`config.mk`:
```
export PLATFORM = sky130hd
export DESIGN_NAME = dma_burst_device_flat
export DESIGN_NICKNAME = d
export VERILOG_FILES = /design/src/rtl/dma_burst_device_if.sv /design/src/rtl/dma_burst_device.sv /design/src/flat_wrapper.sv
export SDC_FILE = /design/constraint.sdc
export NUM_CORES = 1
export LEC_CHECK = 0
export BUFFER_PORTS_ARGS = -buffer_cell sky130_fd_sc_hd__buf_2
export CORE_MARGIN = 1.5
export CORE_UTILIZATION = 41
export CTS_BUF_LIST = sky130_fd_sc_hd__clkbuf_8
export CTS_CLUSTER_SIZE = 40
export DETAILED_ROUTE_END_ITERATION = 7
export PLACE_DENSITY = 0.57
export SETUP_SLACK_MARGIN = 0.3
export SLEW_MARGIN = 40
export SYNTH_ARGS = -nofsm -noshare
export SYNTH_HDL_FRONTEND = slang
export SYNTH_SLANG_ARGS = --single-unit
```
`constraint.sdc`:
```
create_clock -name clk -period 3.9 [get_ports clk]
set_clock_uncertainty 0.05 [all_clocks]
set_input_delay 0 -clock clk [delete_from_list [all_inputs] [get_ports clk]]
set_output_delay 0 -clock clk [all_outputs]
set_load 0.005 [all_outputs]
```
`src/rtl/dma_burst_device_if.sv`:
```
// Bus between the DMA controller (master) and the burst device (slave).
interface dma_burst_device_if #(
    parameter int OFFSET_W = 2,
    parameter int DATA_W   = 64
);
    logic [OFFSET_W-1:0] offset;
    logic                rd_en;
    logic                xfer_done;
    logic                interrupt;
    logic [DATA_W-1:0]   data;
    logic                data_valid;
    logic                offset_err;
    logic [7:0]          burst_cnt;

    // rd_en/offset and xfer_done are single-cycle strobes sampled on the rising edge and
    // are never back-pressured; each accepted read is answered one cycle later by exactly
    // one of data_valid or offset_err.
    modport master (
        output offset, rd_en, xfer_done,
        input  interrupt, data, data_valid, offset_err, burst_cnt
    );
    modport slave (
        input  offset, rd_en, xfer_done,
        output interrupt, data, data_valid, offset_err, burst_cnt
    );
endinterface

```
`src/rtl/dma_burst_device.sv`:
```
// Clocked external burst device for DMA bring-up: fill, count, interrupt, serve reads, re-arm.
// Define LFSR_FILL_EN to fill storage from a 16-bit Galois LFSR instead of the indexed pattern.
module dma_burst_device #(
    parameter int          WORD_SIZE   = 16,
    parameter int          BLOCK_WORDS = 4,
    parameter int          NUM_BLOCKS  = 3,
    parameter int          OFFSET_W    = 2,
    parameter int          FIRE_CYCLES = 179,
    parameter int          INT_CYCLES  = 1,
    parameter int          NUM_BURSTS  = 2,
    parameter logic [15:0] SEED        = 16'hACE1
) (
    input  logic                clk,
    input  logic                reset_n,
    dma_burst_device_if.slave   bus,
    output logic [2:0]          dbg_state
);
    localparam int DATA_W  = BLOCK_WORDS * WORD_SIZE;
    localparam int BLK_W   = (NUM_BLOCKS > 1) ? $clog2(NUM_BLOCKS) : 1;
    localparam int WRD_W   = (BLOCK_WORDS > 1) ? $clog2(BLOCK_WORDS) : 1;
    localparam int MAX_CYC = (FIRE_CYCLES > INT_CYCLES) ? FIRE_CYCLES : INT_CYCLES;
    localparam int CNT_W   = $clog2(MAX_CYC + 1);

    typedef enum logic [2:0] {RELOAD, COUNT, FIRE, SERVE, HALT} state_e;

    state_e               state_q, state_d;
    logic [CNT_W-1:0]     cnt_q, cnt_d;
    logic [BLK_W-1:0]     fill_blk_q, fill_blk_d;
    logic [WRD_W-1:0]     fill_wrd_q, fill_wrd_d;
    logic                 interrupt_q, interrupt_d;
    logic [DATA_W-1:0]    data_q, data_d;
    logic                 data_valid_q, data_valid_d;
    logic                 offset_err_q, offset_err_d;
    logic [7:0]           burst_cnt_q, burst_cnt_d;

    logic [WORD_SIZE-1:0] mem_q [NUM_BLOCKS][BLOCK_WORDS];
    logic                 mem_we;
    logic [WORD_SIZE-1:0] mem_wdata;
    logic                 fill_last;
    logic [DATA_W-1:0]    rd_block;
    logic                 rd_in_range;

`ifdef LFSR_FILL_EN
    logic [15:0] lfsr_q, lfsr_d;

    // Word written is the LFSR value before its step; the state carries across bursts.
    always_comb begin
        lfsr_d = lfsr_q;
        if (mem_we) begin
            lfsr_d = (lfsr_q >> 1) ^ (lfsr_q[0] ? 16'hB400 : 16'h0000);
        end
        mem_wdata = WORD_SIZE'(lfsr_q);
    end

    always_ff @(posedge clk) begin
        if (!reset_n) begin
            lfsr_q <= SEED;
        end else begin
            lfsr_q <= lfsr_d;
        end
    end
`else
    // burst_cnt_q already holds the post-increment count while RELOAD runs.
    always_comb begin
        mem_wdata = WORD_SIZE'((32'(burst_cnt_q) << 8) | (32'(fill_blk_q) << 4) | 32'(fill_wrd_q));
    end
`endif

    always_comb begin
        rd_block    = '0;
        rd_in_range = 1'b0;
        for (int b = 0; b < NUM_BLOCKS; b++) begin
            if (bus.offset == OFFSET_W'(b)) begin
                rd_in_range = 1'b1;
                for (int w = 0; w < BLOCK_WORDS; w++) begin
                    rd_block[w*WORD_SIZE +: WORD_SIZE] = mem_q[b][w];
                end
            end
        end
    end

    always_comb begin
        state_d      = state_q;
        cnt_d        = cnt_q;
        fill_blk_d   = fill_blk_q;
        fill_wrd_d   = fill_wrd_q;
        interrupt_d  = interrupt_q;
        data_d       = data_q;
        data_valid_d = 1'b0;
        offset_err_d = 1'b0;
        burst_cnt_d  = burst_cnt_q;
        mem_we       = 1'b0;
        fill_last    = (fill_blk_q == BLK_W'(NUM_BLOCKS - 1)) &&
                       (fill_wrd_q == WRD_W'(BLOCK_WORDS - 1));

        case (state_q)
            RELOAD: begin
                mem_we = 1'b1;
                if (fill_wrd_q == WRD_W'(BLOCK_WORDS - 1)) begin
                    fill_wrd_d = '0;
                    fill_blk_d = fill_blk_q + 1'b1;
                end else begin
                    fill_wrd_d = fill_wrd_q + 1'b1;
                end
                if (fill_last) begin
                    state_d    = COUNT;
                    cnt_d      = '0;
                    fill_blk_d = '0;
                    fill_wrd_d = '0;
                end
            end
            COUNT: begin
                if (cnt_q == CNT_W'(FIRE_CYCLES - 1)) begin
                    state_d     = FIRE;
                    cnt_d       = '0;
                    interrupt_d = 1'b1;
                end else begin
                    cnt_d = cnt_q + 1'b1;
                end
            end
            FIRE: begin
                if (cnt_q == CNT_W'(INT_CYCLES - 1)) begin
                    state_d     = SERVE;
                    cnt_d       = '0;
                    interrupt_d = 1'b0;
                end else begin
                    cnt_d = cnt_q + 1'b1;
                end
            end
            SERVE: begin
                if (bus.xfer_done) begin
                    burst_cnt_d = burst_cnt_q + 8'd1;
                    if ((NUM_BURSTS != 0) && (burst_cnt_d == 8'(NUM_BURSTS))) begin
                        state_d = HALT;
                    end else begin
                        state_d = RELOAD;
                    end
                end
            end
            HALT: begin
                interrupt_d = 1'b0;
            end
            default: begin
                state_d = RELOAD;
            end
        endcase

        // A read alongside xfer_done in SERVE is still answered from the finishing burst.
        if (((state_q == FIRE) || (state_q == SERVE)) && bus.rd_en) begin
            if (rd_in_range) begin
                data_d       = rd_block;
                data_valid_d = 1'b1;
            end else begin
                data_d       = '0;
                offset_err_d = 1'b1;
            end
        end
    end

    always_ff @(posedge clk) begin
        if (!reset_n) begin
            state_q      <= RELOAD;
            cnt_q        <= '0;
            fill_blk_q   <= '0;
            fill_wrd_q   <= '0;
            interrupt_q  <= 1'b0;
            data_q       <= '0;
            data_valid_q <= 1'b0;
            offset_err_q <= 1'b0;
            burst_cnt_q  <= '0;
        end else begin
            state_q      <= state_d;
            cnt_q        <= cnt_d;
            fill_blk_q   <= fill_blk_d;
            fill_wrd_q   <= fill_wrd_d;
            interrupt_q  <= interrupt_d;
            data_q       <= data_d;
            data_valid_q <= data_valid_d;
            offset_err_q <= offset_err_d;
            burst_cnt_q  <= burst_cnt_d;
        end
    end

    always_ff @(posedge clk) begin
        if (reset_n && mem_we) begin
            mem_q[fill_blk_q][fill_wrd_q] <= mem_wdata;
        end
    end

    assign bus.interrupt  = interrupt_q;
    assign bus.data       = data_q;
    assign bus.data_valid = data_valid_q;
    assign bus.offset_err = offset_err_q;
    assign bus.burst_cnt  = burst_cnt_q;
    assign dbg_state      = state_q;
endmodule
```
`src/flat_wrapper.sv`:
```
// flat-port wrapper written by rule: the top's interface ports become plain ports
module dma_burst_device_flat 
#(
    parameter int          WORD_SIZE   = 16,
    parameter int          BLOCK_WORDS = 4,
    parameter int          NUM_BLOCKS  = 3,
    parameter int          OFFSET_W    = 2,
    parameter int          FIRE_CYCLES = 179,
    parameter int          INT_CYCLES  = 1,
    parameter int          NUM_BURSTS  = 2,
    parameter logic [15:0] SEED        = 16'hACE1
)
  (clk, reset_n, dbg_state, bus_offset, bus_rd_en, bus_xfer_done, bus_interrupt, bus_data, bus_data_valid, bus_offset_err, bus_burst_cnt);
  dma_burst_device_if #(.OFFSET_W(OFFSET_W)) bus_i ();
  input  logic clk;
  input  logic reset_n;
  output logic [2:0] dbg_state;
  input wire logic [$bits(bus_i.offset)-1:0] bus_offset;
  input wire logic [$bits(bus_i.rd_en)-1:0] bus_rd_en;
  input wire logic [$bits(bus_i.xfer_done)-1:0] bus_xfer_done;
  output wire logic [$bits(bus_i.interrupt)-1:0] bus_interrupt;
  output wire logic [$bits(bus_i.data)-1:0] bus_data;
  output wire logic [$bits(bus_i.data_valid)-1:0] bus_data_valid;
  output wire logic [$bits(bus_i.offset_err)-1:0] bus_offset_err;
  output wire logic [$bits(bus_i.burst_cnt)-1:0] bus_burst_cnt;
  assign bus_i.offset = bus_offset;
  assign bus_i.rd_en = bus_rd_en;
  assign bus_i.xfer_done = bus_xfer_done;
  assign bus_interrupt = bus_i.interrupt;
  assign bus_data = bus_i.data;
  assign bus_data_valid = bus_i.data_valid;
  assign bus_offset_err = bus_i.offset_err;
  assign bus_burst_cnt = bus_i.burst_cnt;
  dma_burst_device #(.WORD_SIZE(WORD_SIZE), .BLOCK_WORDS(BLOCK_WORDS), .NUM_BLOCKS(NUM_BLOCKS), .OFFSET_W(OFFSET_W), .FIRE_CYCLES(FIRE_CYCLES), .INT_CYCLES(INT_CYCLES), .NUM_BURSTS(NUM_BURSTS), .SEED(SEED)) u_core (.clk(clk), .reset_n(reset_n), .bus(bus_i), .dbg_state(dbg_state));
endmodule
```
==> metrics.txt <==
# TYPE chip_impl_metric gauge
chip_impl_metric{name="clk_pin_slew_worst_paths",unit="ps"} 60
chip_impl_metric{name="synth.lib_cells_used.distinct",unit=""} 55
chip_impl_info{name="crit_path_top_delay_cell",value="sky130_fd_sc_hd__and2_1"} 1
chip_impl_metric{name="clk-insertion-delay-late",unit="ps"} 520
chip_impl_metric{name="post_cts_buffers",unit=""} 0
chip_impl_metric{name="max_cap_violations",unit=""} 0
chip_impl_metric{name="detail_route.iter0.violations",unit=""} 355
chip_impl_metric{name="max_slew.worst_pin.slew",unit="ps"} 855
chip_impl_metric{name="chipWidth",unit="um"} 147
chip_impl_metric{name="detail_route.first_pass.iterations",unit=""} 4
chip_impl_metric{name="remaining_drc_errors",unit=""} 0
chip_impl_metric{name="final_layout_size_suffix_gt1_share",unit="%"} 18.2
chip_impl_metric{name="start_util",unit="%"} 42.0
chip_impl_metric{name="synth_area_per_cell",unit="um^2"} 13.3
chip_impl_info{name="reg2reg_to",value="u_core.mem_q[1][28]"} 1
chip_impl_info{name="crit_path_start_kind",value="flip-flop"} 1
chip_impl_info{name="cts_tree",value="built"} 1
chip_impl_metric{name="synthesized_netlist_cell_count",unit=""} 640
chip_impl_metric{name="cts_inserted_buffers",unit=""} 37
chip_impl_info{name="hold_path_class",value="in -> reg"} 1
chip_impl_metric{name="globalplace.congestion",unit=""} 0.838
chip_impl_info{name="critical-path-top-delay-family",value="simple AND/OR/NAND/NOR gates"} 1
chip_impl_info{name="critical_path.startpoint",value="u_core.dbg_state[1]"} 1
chip_impl_metric{name="slew_violations",unit=""} 0
chip_impl_metric{name="ctsHtreeMaxLevel",unit=""} 2
chip_impl_metric{name="finalWirelength",unit="mm"} 18.5
chip_impl_metric{name="die_area",unit="um^2"} 21700
chip_impl_metric{name="cp_data_required_time",unit="ps"} 3990
chip_impl_metric{name="antenna_found_initial",unit=""} 0
chip_impl_metric{name="core_rows",unit=""} 52
chip_impl_metric{name="post-place-cells",unit=""} 949
chip_impl_metric{name="detail_route.vias_per_cell",unit=""} 5.13
chip_impl_metric{name="maxSlewHeadroom",unit="%"} 42.9
chip_impl_metric{name="ios",unit=""} 84
chip_impl_metric{name="syn_area",unit="um^2"} 8520
chip_impl_metric{name="power_density",unit="nW/um^2"} 481
chip_impl_metric{name="final-setup-viol-count",unit=""} 0
chip_impl_metric{name="core",unit="um^2"} 20300
chip_impl_info{name="critical_path_sink_type",value="flip-flop"} 1
chip_impl_metric{name="pin_count_of_the_biggest_net_entering_global_routing",unit=""} 49
chip_impl_metric{name="path_max_fanout",unit=""} 14
chip_impl_metric{name="min_cycle_time_layout",unit="ps"} 2500
chip_impl_metric{name="post-dp-hpwl",unit="mm"} 11.1
chip_impl_metric{name="total_of_hold_buffers_inserted_after_clock_tree_synthesis",unit=""} 2
chip_impl_metric{name="first_global_vias",unit=""} 5212
chip_impl_metric{name="clock_tree.buffer_depth",unit=""} 3
chip_impl_metric{name="area_growth_syn_to_layout",unit="%"} 14.7
chip_impl_metric{name="cts_num_sinks",unit=""} 218
chip_impl_metric{name="achievable-frequency",unit="GHz"} 0.399
chip_impl_metric{name="buffer_ports.inserted",unit=""} 67
chip_impl_info{name="cts_root_buf",value="sky130_fd_sc_hd__clkbuf_8"} 1
chip_impl_info{name="outcome",value="finished clean"} 1
chip_impl_info{name="critical_path.endpoint",value="u_core.mem_q[1][28]"} 1
chip_impl_metric{name="sequential_share_of_the_synthesized_area",unit="%"} 68.2
chip_impl_metric{name="chipHeight",unit="um"} 147
chip_impl_info{name="worstReg2RegStart",value="u_core.dbg_state[1]"} 1
chip_impl_metric{name="ys_seq_elements",unit=""} 218
chip_impl_metric{name="final.setup.tns",unit="ps"} 0
chip_impl_info{name="setup.worst_path.class",value="reg -> reg"} 1
chip_impl_metric{name="final_nets",unit=""} 737
chip_impl_metric{name="proportion_of_register_bits_with_asynchronous_set_or_reset_after_synthesis",unit="%"} 0
chip_impl_metric{name="fin_ws",unit="ps"} 1400
chip_impl_metric{name="pre_cts_slack",unit="ps"} 1260
chip_impl_metric{name="max_stage_delay_on_crit_path",unit="ps"} 630
chip_impl_metric{name="n_antenna_cell",unit=""} 0
chip_impl_metric{name="routed_wire_length_per_instance",unit="um"} 18.1
chip_impl_metric{name="worst_ir_drop_vdd",unit="uV"} 186
chip_impl_metric{name="power.static_leakage",unit="nW"} 3.80
chip_impl_info{name="grt_setup_unrepaired",value="false"} 1
chip_impl_metric{name="final_cells",unit=""} 1019
chip_impl_metric{name="cts.repair.resized",unit=""} 0
chip_impl_metric{name="cp.depth",unit=""} 4
chip_impl_metric{name="synth-edff-count",unit=""} 144
chip_impl_metric{name="layout.filler_cells",unit=""} 1828
chip_impl_metric{name="grt_first_pass_wirelength",unit="mm"} 28.8
chip_impl_info{name="ys.flop_type",value="sky130_fd_sc_hd__edfxtp_1"} 1
chip_impl_metric{name="detail-route-antenna-nets",unit=""} 0
chip_impl_metric{name="vias",unit=""} 5227
chip_impl_info{name="worstPathCellList",value="nor2_1, nand2_1, nor4b_1, and2_1"} 1
chip_impl_metric{name="timing.reg2reg.worst_path_depth",unit=""} 4
chip_impl_metric{name="timing.final.hold_violations",unit=""} 0
chip_impl_metric{name="arrival",unit="ps"} 2600
chip_impl_metric{name="timing.final.crit_share",unit="%"} 64.2
chip_impl_metric{name="globalRouteOverflowTotal",unit=""} 0
chip_impl_metric{name="worst-path-buf-inv",unit=""} 0
chip_impl_metric{name="ff2ff_setup_slack",unit="ps"} 1400
chip_impl_metric{name="grtUsageTotal",unit="%"} 17.3
chip_impl_metric{name="yosysWarningCount",unit=""} 0
==> worst min path at each step <==
stage	cells after the start	from	to	slack (ps)
6_report	3	bus_offset[1]	u_core.bus.data[28]	100
5_1_grt	3	bus_offset[1]	u_core.bus.data[24]	130
4_1_cts	3	bus_offset[1]	u_core.bus.data[24]	80
3_5_place_dp	4	bus_xfer_done	u_core.dbg_state[1]	320
3_3_place_gp	4	bus_xfer_done	u_core.dbg_state[1]	310
2_1_floorplan	2	reset_n	u_core.dbg_state[2]	90
==> state kept, by name, summed over array words and instances, names as in the netlist <==
signal / flops
u_core.bus.burst_cnt: 8
u_core.bus.data: 48
u_core.bus.data_valid: 1
u_core.bus.interrupt: 1
u_core.bus.offset_err: 1
u_core.cnt_q: 8
u_core.dbg_state: 3
u_core.fill_blk_q: 2
u_core.fill_wrd_q: 2
u_core.mem_q: 144
==> layout make-up <==
cell class	instances	area (um^2)	area share, %
Sequential cell	218	5810	59.5
Clock buffer	40	551	5.63
Tap cell	270	338	3.46
Timing Repair Buffer	77	423	4.33
Inverter	7	26.3	0.269
Multi-Input combinational cell	380	2490	25.4
Clock inverter	27	139	1.42
==> cell usage in the layout (no fill, tap or decap), types with 3 or more instances in the layout <==
cell type	synthesis	routed
sky130_fd_sc_hd__a21oi_1	18	18
sky130_fd_sc_hd__nand4_1	5	5
sky130_fd_sc_hd__nor2_1	32	31
sky130_fd_sc_hd__conb_1	1	16
sky130_fd_sc_hd__dfxtp_2	0	4
sky130_fd_sc_hd__nand2_1	68	68
sky130_fd_sc_hd__mux2i_1	50	50
sky130_fd_sc_hd__o22ai_1	5	5
sky130_fd_sc_hd__dfxtp_1	74	70
sky130_fd_sc_hd__or3_1	3	3
sky130_fd_sc_hd__xor2_1	3	3
sky130_fd_sc_hd__nor4b_1	4	4
sky130_fd_sc_hd__inv_1	7	26
sky130_fd_sc_hd__nand3_1	5	5
sky130_fd_sc_hd__buf_4	17	7
sky130_fd_sc_hd__buf_2	17	67
sky130_fd_sc_hd__clkinv_2	0	3
sky130_fd_sc_hd__a22o_1	42	42
sky130_fd_sc_hd__o21a_1	3	3
sky130_fd_sc_hd__edfxtp_1	144	144
sky130_fd_sc_hd__o21ai_0	48	48
sky130_fd_sc_hd__clkbuf_8	0	40
sky130_fd_sc_hd__ha_1	10	10
sky130_fd_sc_hd__xnor2_1	4	4
sky130_fd_sc_hd__and2_1	13	13
sky130_fd_sc_hd__nor4_1	5	5
sky130_fd_sc_hd__nor3_1	5	5
sky130_fd_sc_hd__a211oi_1	8	8
==> report_power, final <==
part / internal, mW / total, mW / switching [mW]
Sequential: 2.53 / 2.58 / 0.0489
Clock: 1.01 / 1.89 / 0.878
Combinational: 0.0695 / 0.224 / 0.154
Total: 3.62 / 4.70 / 1.08
==> Yosys cell counts, types with 2 or more instances <==
master | count | area share (%)
sky130_fd_sc_hd__o22ai_1 | 5 | 0.37
sky130_fd_sc_hd__nor4_1 | 5 | 0.37
sky130_fd_sc_hd__o21ai_0 | 48 | 2.8
sky130_fd_sc_hd__a21oi_2 | 2 | 0.21
sky130_fd_sc_hd__mux2i_1 | 50 | 5.9
sky130_fd_sc_hd__xnor2_1 | 4 | 0.41
sky130_fd_sc_hd__a21oi_1 | 18 | 1.1
sky130_fd_sc_hd__ha_1 | 10 | 1.5
sky130_fd_sc_hd__a211o_1 | 2 | 0.21
sky130_fd_sc_hd__a211oi_1 | 8 | 0.71
sky130_fd_sc_hd__inv_1 | 7 | 0.31
sky130_fd_sc_hd__nand3_1 | 5 | 0.29
sky130_fd_sc_hd__nand2b_1 | 2 | 0.15
sky130_fd_sc_hd__o21a_1 | 3 | 0.26
sky130_fd_sc_hd__and2_1 | 13 | 0.95
sky130_fd_sc_hd__nand2_1 | 68 | 3.0
sky130_fd_sc_hd__a22o_1 | 42 | 4.3
sky130_fd_sc_hd__clkbuf_1 | 14 | 0.62
sky130_fd_sc_hd__dfxtp_1 | 74 | 17
sky130_fd_sc_hd__nor2_1 | 32 | 1.4
sky130_fd_sc_hd__buf_2 | 17 | 1.0
sky130_fd_sc_hd__edfxtp_1 | 144 | 51
sky130_fd_sc_hd__or3_1 | 3 | 0.22
sky130_fd_sc_hd__xor2_1 | 3 | 0.31
sky130_fd_sc_hd__nand4b_1 | 2 | 0.21
sky130_fd_sc_hd__nor4b_1 | 4 | 0.41
sky130_fd_sc_hd__nand4_1 | 5 | 0.37
sky130_fd_sc_hd__nor3_1 | 5 | 0.29
sky130_fd_sc_hd__and3b_1 | 2 | 0.21
sky130_fd_sc_hd__nor2b_1 | 2 | 0.15
sky130_fd_sc_hd__buf_4 | 17 | 1.5
==> layer usage <==
| metal | vias to the layer above | track usage [%] | wire length, um |
|---|---|---|---|
| li1 | 2516 | - | - |
| met1 | 2554 | 22.0 | 8360 |
| met2 | 127 | 29.3 | 8940 |
| met3 | 30 | 4.04 | 838 |
| met4 | 0 | 5.30 | 320 |
| met5 | - | 0 | 0 |
==> cells by family after synthesis <==
logic type                 after synthesis  share of synthesized area, %
AOI/OAI and AO/OA                      139                          11.1
xor gates and xnor gates                 7                         0.720
adders and majority gates               10                          1.47
buffers and inverters                   57                          3.53
DFF                                    218                          68.2
muxes                                   50                          5.88
other                                    1                        0.0440
and+or+nand+nor                        158                          9.09
==> worst min-delay path, delay by kind of cell <==
family,cells,cell delay (ps)
AOI/OAI and AO/OA,2,350
buffers and inverters,1,280
==> per-stage QoR <==
step                utilization [%]  hold WS (ps)  area, um^2  power, mW
floorplan                         -          90.7        8570       2.79
global placement               44.6           312        9040       2.85
detailed placement             44.6           318        9050       2.86
CTS                            48.1          78.6        9760       4.76
global route                   48.1           133        9770       4.89
finish                         48.1          99.0        9770       4.70
Power figures use the tool's default switching activity.
